### src/rtl/red_secuencial_der_izq_pkg.sv
// Shared encodings for the serial right-to-left comparator: FSM states and P/Q comparison state.
package red_secuencial_der_izq_pkg;

  typedef enum logic [1:0] {
    ST_IDLE = 2'd0,
    ST_SCAN = 2'd1,
    ST_FIN  = 2'd2
  } state_t;

  // P/Q pair: {P,Q}; 11 can never be produced by the cell
  typedef logic [1:0] pq_t;

  localparam pq_t PQ_EQ  = 2'b00;
  localparam pq_t PQ_AGT = 2'b10;
  localparam pq_t PQ_BGT = 2'b01;

endpackage

### src/rtl/red_secuencial_der_izq_if.sv
// Request/result bundle of the serial comparator: operands with start, busy/done and the result flags.
interface red_secuencial_der_izq_if #(
  parameter int unsigned N = 3
);

  logic         start;
  logic [N-1:0] A;
  logic [N-1:0] B;
  logic         busy;
  logic         done;
  logic         Zout;
  logic         Zeq;

  modport master (
    output start, A, B,
    input  busy, done, Zout, Zeq
  );

  modport slave (
    input  start, A, B,
    output busy, done, Zout, Zeq
  );

endinterface

### src/rtl/celda_serial_der_izq.sv
// One comparison cell: a differing bit pair overrides the running P/Q, an equal pair passes it through.
module celda_serial_der_izq (
  input  logic p,
  input  logic q,
  input  logic Ai,
  input  logic Bi,
  output logic P,
  output logic Q
);

  logic differ;

  assign differ = Ai ^ Bi;
  assign P      = differ ? Ai  : p;
  assign Q      = differ ? ~Ai : q;

endmodule

### src/rtl/red_secuencial_der_izq.sv
// Bit-serial A>B / A==B comparator: scans LSB first through a single reused cell, one bit per clock.
module red_secuencial_der_izq
  import red_secuencial_der_izq_pkg::*;
#(
  parameter int unsigned N = 3
) (
  input  logic                    clk,
  input  logic                    reset,
  red_secuencial_der_izq_if.slave bus
);

  localparam int unsigned CW   = $clog2(N);
  localparam logic [CW-1:0] LAST = CW'(N - 1);

  state_t        state;
  logic [N-1:0]  sa;
  logic [N-1:0]  sb;
  pq_t           pq;
  logic [CW-1:0] count;
  logic          busy_r;
  logic          done_r;
  logic          zout_r;
  logic          zeq_r;
  logic          p_nx;
  logic          q_nx;
  pq_t           pq_nx;
  logic          accept;

  celda_serial_der_izq u_celda (
    .p  (pq[1]),
    .q  (pq[0]),
    .Ai (sa[0]),
    .Bi (sb[0]),
    .P  (p_nx),
    .Q  (q_nx)
  );

  assign pq_nx  = {p_nx, q_nx};
  // FIN accepts a new request exactly like IDLE, giving back-to-back scans
  assign accept = bus.start && ((state == ST_IDLE) || (state == ST_FIN));

  always_ff @(posedge clk) begin
    if (reset) begin
      state  <= ST_IDLE;
      sa     <= '0;
      sb     <= '0;
      pq     <= PQ_EQ;
      count  <= '0;
      busy_r <= 1'b0;
      done_r <= 1'b0;
      zout_r <= 1'b0;
      zeq_r  <= 1'b0;
    end else if (accept) begin
      state  <= ST_SCAN;
      sa     <= bus.A;
      sb     <= bus.B;
      pq     <= PQ_EQ;
      count  <= '0;
      busy_r <= 1'b1;
      done_r <= 1'b0;
      zout_r <= 1'b0;
      zeq_r  <= 1'b0;
    end else begin
      case (state)
        ST_SCAN: begin
          pq <= pq_nx;
          sa <= sa >> 1;
          sb <= sb >> 1;
          if (count == LAST) begin
            state  <= ST_FIN;
            busy_r <= 1'b0;
            done_r <= 1'b1;
            zout_r <= (pq_nx == PQ_AGT);
            zeq_r  <= (pq_nx == PQ_EQ);
          end else begin
            count <= count + CW'(1);
          end
        end
        ST_FIN: begin
          state  <= ST_IDLE;
          done_r <= 1'b0;
        end
        default: begin
          state <= ST_IDLE;
        end
      endcase
    end
  end

  assign bus.busy = busy_r;
  assign bus.done = done_r;
  assign bus.Zout = zout_r;
  assign bus.Zeq  = zeq_r;

endmodule
### src/flat_wrapper.sv
// flat-port wrapper written by rule: the top's interface ports become plain ports
module red_secuencial_der_izq_flat import red_secuencial_der_izq_pkg::*;
#(
  parameter int unsigned N = 3
)
  (clk, reset, bus_start, bus_A, bus_B, bus_busy, bus_done, bus_Zout, bus_Zeq);
  red_secuencial_der_izq_if #(.N(N)) bus_i ();
  input  logic clk;
  input  logic reset;
  input wire logic [$bits(bus_i.start)-1:0] bus_start;
  input wire logic [$bits(bus_i.A)-1:0] bus_A;
  input wire logic [$bits(bus_i.B)-1:0] bus_B;
  output wire logic [$bits(bus_i.busy)-1:0] bus_busy;
  output wire logic [$bits(bus_i.done)-1:0] bus_done;
  output wire logic [$bits(bus_i.Zout)-1:0] bus_Zout;
  output wire logic [$bits(bus_i.Zeq)-1:0] bus_Zeq;
  assign bus_i.start = bus_start;
  assign bus_i.A = bus_A;
  assign bus_i.B = bus_B;
  assign bus_busy = bus_i.busy;
  assign bus_done = bus_i.done;
  assign bus_Zout = bus_i.Zout;
  assign bus_Zeq = bus_i.Zeq;
  red_secuencial_der_izq #(.N(N)) u_core (.clk(clk), .reset(reset), .bus(bus_i));
endmodule
### config.mk
export PLATFORM = sky130hd
export DESIGN_NAME = red_secuencial_der_izq_flat
export DESIGN_NICKNAME = d
export VERILOG_FILES = /design/src/rtl/red_secuencial_der_izq_pkg.sv /design/src/rtl/red_secuencial_der_izq_if.sv /design/src/rtl/celda_serial_der_izq.sv /design/src/rtl/red_secuencial_der_izq.sv /design/src/flat_wrapper.sv
export SDC_FILE = /design/constraint.sdc
export NUM_CORES = 1
export LEC_CHECK = 0
export CAP_MARGIN = 10
export CORE_MARGIN = 3
export CORE_UTILIZATION = 48
export DETAILED_ROUTE_END_ITERATION = 7
export GPL_ROUTABILITY_DRIVEN = 0
export HOLD_SLACK_MARGIN = 0.08
export PLACE_DENSITY = 0.75
export SLEW_MARGIN = 30
export SYNTH_ARGS = -nofsm -noshare
export SYNTH_HDL_FRONTEND = slang
export SYNTH_SLANG_ARGS = --single-unit
### constraint.sdc
create_clock -name clk -period 1.58 [get_ports clk]
set_clock_uncertainty 0.05 [all_clocks]
set_input_delay 0.158 -clock clk [delete_from_list [all_inputs] [get_ports clk]]
set_output_delay 0.158 -clock clk [all_outputs]
set_load 0.05 [all_outputs]
## Yosys cells after proc, flatten, opt, wreduce, memory -nomap -nowiden

Index checks and enable logic that the tools add are counted.
Widths: inputs -> output; s select.

- Flip-flop bits (word level): 16
- Input port bits: 9
- Output and inout port bits: 4
- Word-level logic and storage cells: 48

- Add/subtract/negate cells: 1
- Equality and inequality tests: 6
- Multiplexer cells: 14
- Bitwise gates (word level): 4
- Reduce and logical (&&, ||, !) cells: 13

Operators with widths:

| cell | number |
|---|---|
| $mux 3 | 4 |
| $mux 1 | 9 |
| $reduce_and 2->1 | 4 |
| $eq 2x2->1 const B | 3 |
| $reduce_bool 2->1 | 3 |
| $logic_not 2->1 | 2 |
| $ne 3x1->1 const B | 1 |
| $not 1->1 | 3 |
| $reduce_or 3->1 | 1 |
| $add 2x1->2 const B | 1 |
| $eq 2x1->1 const B | 1 |
| $ne 2x1->1 const B | 1 |
| $pmux 1 s2 | 1 |
| $reduce_or 2->1 | 1 |
| $logic_and 1x1->1 | 1 |
| $logic_or 1x1->1 | 1 |
| $xor 1x1->1 | 1 |

## Longest topological paths before layout

- Depth after elaboration: 5
- Gate-level depth with buffers: 5
- Depth with buffers taken out: 5

## Cells and area by module

A second synthesis with hierarchy kept.

- Cell total of the unflattened synthesis: 75
- Area, all modules: 691.9 µm²

Modules (own cells, without submodules):

| module | instances | cells an instance | area each (µm²) | seq. area each (µm²) |
|---|---|---|---|---|
| red_secuencial_der_izq | 1 | 70 | 664.4 | 320.3 |
| celda_serial_der_izq | 1 | 5 | 27.5 | 0.0 |

## Worst setup path after synthesis

OpenSTA, ideal clock, no wires.

- Kind: reg2reg
- Start point: register u_core.count[0]
- End point: register u_core.count[1]
- Library setup time: 0.086 ns
- Data arrival time: 1.072 ns
- Required time: 1.444 ns
- Setup slack: 0.373 ns
- Stages on the path, launching flop included: 6
- Buffers on the path: 0
- Period minus slack after synthesis: 1.207 ns
- Path through: dfxtp_1 -> inv_1 -> ha_1 -> nor3b_2 -> nor2_1 -> a211oi_1

- Cells in the longest elaborated chain, start to end: 3
- Elaborated cells on any way between the ends: 4
- Classes of those cells: add/sub (1); eq/ne (1); bitwise (1); reduce/logical (1)

Ends and longest elaborated chain:

| item | line | text |
|---|---|---|
| start: declaration | red_secuencial_der_izq.sv:19 | `logic [CW-1:0] count;` |
| start signal: assignment | red_secuencial_der_izq.sv:76 | `count <= count + CW'(1);` |
| $eq 2x2->1 | red_secuencial_der_izq.sv:69 | `if (count == LAST) begin` |
| $not 1->1 (no source line) | -- |  |
| $reduce_and 2->1 (no source line) | -- |  |

Parallel ways exist; a longest one is shown, timed or not.
A chain may end at the register's enable or synchronous reset.

## Final worst setup path

Same ends and word-level chain as after synthesis.

==> summary.txt <==
outcome: complete, no violations
clock power share: 31.9%
P&R area growth vs syn: 22.6%
post-synthesis sequential area ratio: 46.7%
vias in the first global route: 514
Root Buffer: clkbuf_4
final slew viol count: 0
TritonCTS Sinks: 16
main flop type after synthesis: dfxtp_1
Synth Area in XOR/XNOR: 1.28%
initial antenna violation count: 0
worst setup margin: 239 ps
CP max FO: 4
CTS buffer count: 3
ANT nets after route: 0
Post-CTS Resized: 0
Mapped Area: 686 sq um
Worst R2R Path Depth: 5
Power Internal: 0.628 mW
hold_sp: bus_A[2]
clk buf depth: 2
slew margin rel.: 75.9%
htree depth: 1
synthesized flop and latch total: 16
Yosys warning count: 0
Place WS: 178 ps
Seq pwr share: 52.5%
Compound-Gate Fraction of Synth Area: 16.8%
Syn Inst Count: 78
Hold Crit Endpoint: u_core.sa[2]$_SDFFE_PP0P_
synth top area cells: dfxtp_1 47%, a21oi_1 6.6%, nor2_1 5.5%
share of the synthesized area in the top cell type: 46.7%
Site Rows: 12
postcts setup bufs: 0
dpl cells: 102
final HPWL from detailed placement: 896 um
chip height: 43.8 um
Pwr Total: 0.843 mW
largest family of logic cells by synthesized area: simple AND/OR/NAND/NOR gates
maxcap violations: 0
syn_nets: 88
setup TNS: 0 ps
WHS Path Cells: 3
Comb power frac: 15.7%
mux cell area share after synthesis: 1.46%
cell taking the most area after synthesis: dfxtp_1
DRT Pass-1 Iters: 3
P_sw: 0.215 mW
worst min-delay path class: in2reg
Antenna Cells: 0
layout cells sized above 1: 13.0%
Cell variety after synth: 28
EDFF count, synth: 0
Worst VDD drop: 0.000575 V
Die ar.: 1920 sq um
asr flop ratio synth: 0%
CTS tree: built
hold_buf cts: 0
Max Freq: 0.746 GHz
post-route clock period utilization: 84.9%
reg2reg end: u_core.count[1]$_SDFFE_PP0P_
worst flop-to-flop path startpoint: u_core.count[0]$_SDFFE_PP0P_
Starting Density: 56.4%
gr usage total: 14.4%
Hold Vio Cnt, Final: 0
clk slew on worst S/H paths: 90 ps
WP data arrival: 1500 ps
Crit. End Element: register
Sw Share: 25.5%
# IOs: 13
input/output buffers: 12
Worst-Skew Late Latency: 280 ps
vias per inst: 5.47
final cell count without fillers: 106
critical path class: reg2reg
drt wl/cell: 11.4 um
min cycle time layout: 1340 ps
CP required: 1740 ps
largest net degree at the start of global routing: 10
CP startpoint kind: register
GR Overflow Total: 0
Synth Area per Inst: 8.79 sq um
final setup vio count: 0
R2R Setup Slk: 240 ps
simple-gate portion of the synthesized area: 26.3%
Post-Synth Adder-Cell Area: 1.82%
worst slew pin tran: 361 ps
via count: 580
Iter 0 DRT Violations: 7
first-pass GRT wire length: 2050 um
drc violations: 0
P per Cell Area: 1000 nW/um^2
leakage power: 0.317 nW
Die Wd: 43.8 um
WL final: 1210 um
Core Area: 1220 sq um
Final #Nets: 103
RSZ-0062 raised after global routing: no
-- logic make-up (layout without fill, tap and decap cells) --
logic type | Yosys count | after routing
AOI/OAI and AO/OA | 18 | 18
xor gates and xnor gates | 1 | 1
adders and majority gates | 1 | 1
buffers and inverters | 8 | 22
DFF | 16 | 16
muxes | 1 | 1
and+or+nand+nor | 33 | 33
-- sequential cells by signal, indices dropped and copies added (netlist names) --
name             count
u_core.bus.done      1
u_core.pq            2
u_core.count         2
u_core.bus.Zeq       1
u_core.bus.Zout      1
u_core.sa            3
u_core.state         2
u_core.sb            3
u_core.bus.busy      1
-- routing by layer --
layer  track usage, %  part of all wire, %  vias to the layer above
met5                0                    0                        -
met4             9.04                  3.0                        0
met3             3.73                  5.1                        5
met2             21.5                   44                       13
met1             18.3                   48                      262
li1                 -                    -                      300
-- worst max-delay path, cell delays in order (launching register included) --
cell	delay (ps)
dfxtp_1	360
inv_1	50
ha_1	230
nor3b_2	300
nor2_1	70
a211oi_1	200
-- synth_stat cells (2+ instances only) --
| cell type | number |
|---|---|
| nand3_1 | 3 |
| nor2_1 | 10 |
| dfxtp_1 | 16 |
| a22oi_1 | 2 |
| nand2_1 | 7 |
| a311oi_1 | 3 |
| inv_1 | 4 |
| nand2b_1 | 2 |
| buf_4 | 2 |
| nor2b_1 | 2 |
| a21oi_1 | 9 |
| nor3_1 | 2 |
-- metrics by stage --
stage | hold slack, ps | util, % | area (sq um)
floorplan | 244 | - | 686
global placement | 394 | 66.2 | 805
detailed placement | 401 | 66.2 | 805
CTS | 359 | 69.1 | 841
global route | 379 | 69.1 | 841
finish | 363 | 69.1 | 841
-- power by group through the flow --
stage / Combinational [mW] / Clock, mW / Sequential [mW]
2_1_floorplan: 0.0845 / 0 / 0.460
3_3_place_gp: 0.131 / 0 / 0.452
3_5_place_dp: 0.133 / 0 / 0.452
4_1_cts: 0.133 / 0.276 / 0.442
5_1_grt: 0.147 / 0.297 / 0.446
6_report: 0.132 / 0.269 / 0.442
-- cell type report --
| cell class | count | area [sq um] |
|---|---|---|
| Sequential cell | 16 | 320 |
| Timing Repair Buffer | 14 | 125 |
| Tap cell | 14 | 17.5 |
| Multi-Input combinational cell | 54 | 327 |
| Fill cell | 106 | 375 |
| Inverter | 4 | 15.0 |
| Clock buffer | 4 | 36.3 |
-- placed cells by master (no fill, tap or decap), types with 2 or more instances in the layout --
cell type and n:
dfxtp_1 16, nand2_1 7, buf_4 6, a311oi_1 3
nor2_1 10, nand3_1 3, a22oi_1 2, clkdlybuf4s50_1 8
clkbuf_4 3, nor2b_1 2, nand2b_1 2, inv_1 4
nor3_1 2, a21oi_1 9
-- how the worst max path moves through the flow --
stage	startpoint	end	cells after the start
6_report	u_core.count[0]$_SDFFE_PP0P_	u_core.count[1]$_SDFFE_PP0P_	5
5_1_grt	u_core.state[0]$_SDFFE_PP0P_	u_core.pq[0]$_SDFFE_PP0P_	3
4_1_cts	u_core.count[0]$_SDFFE_PP0P_	u_core.count[1]$_SDFFE_PP0P_	5
3_5_place_dp	bus_start	u_core.pq[0]$_SDFFE_PP0P_	5
3_3_place_gp	bus_start	u_core.pq[0]$_SDFFE_PP0P_	5
2_1_floorplan	u_core.count[0]$_SDFFE_PP0P_	u_core.count[1]$_SDFFE_PP0P_	5
No activity file was read; power rests on OpenSTA's default activity.
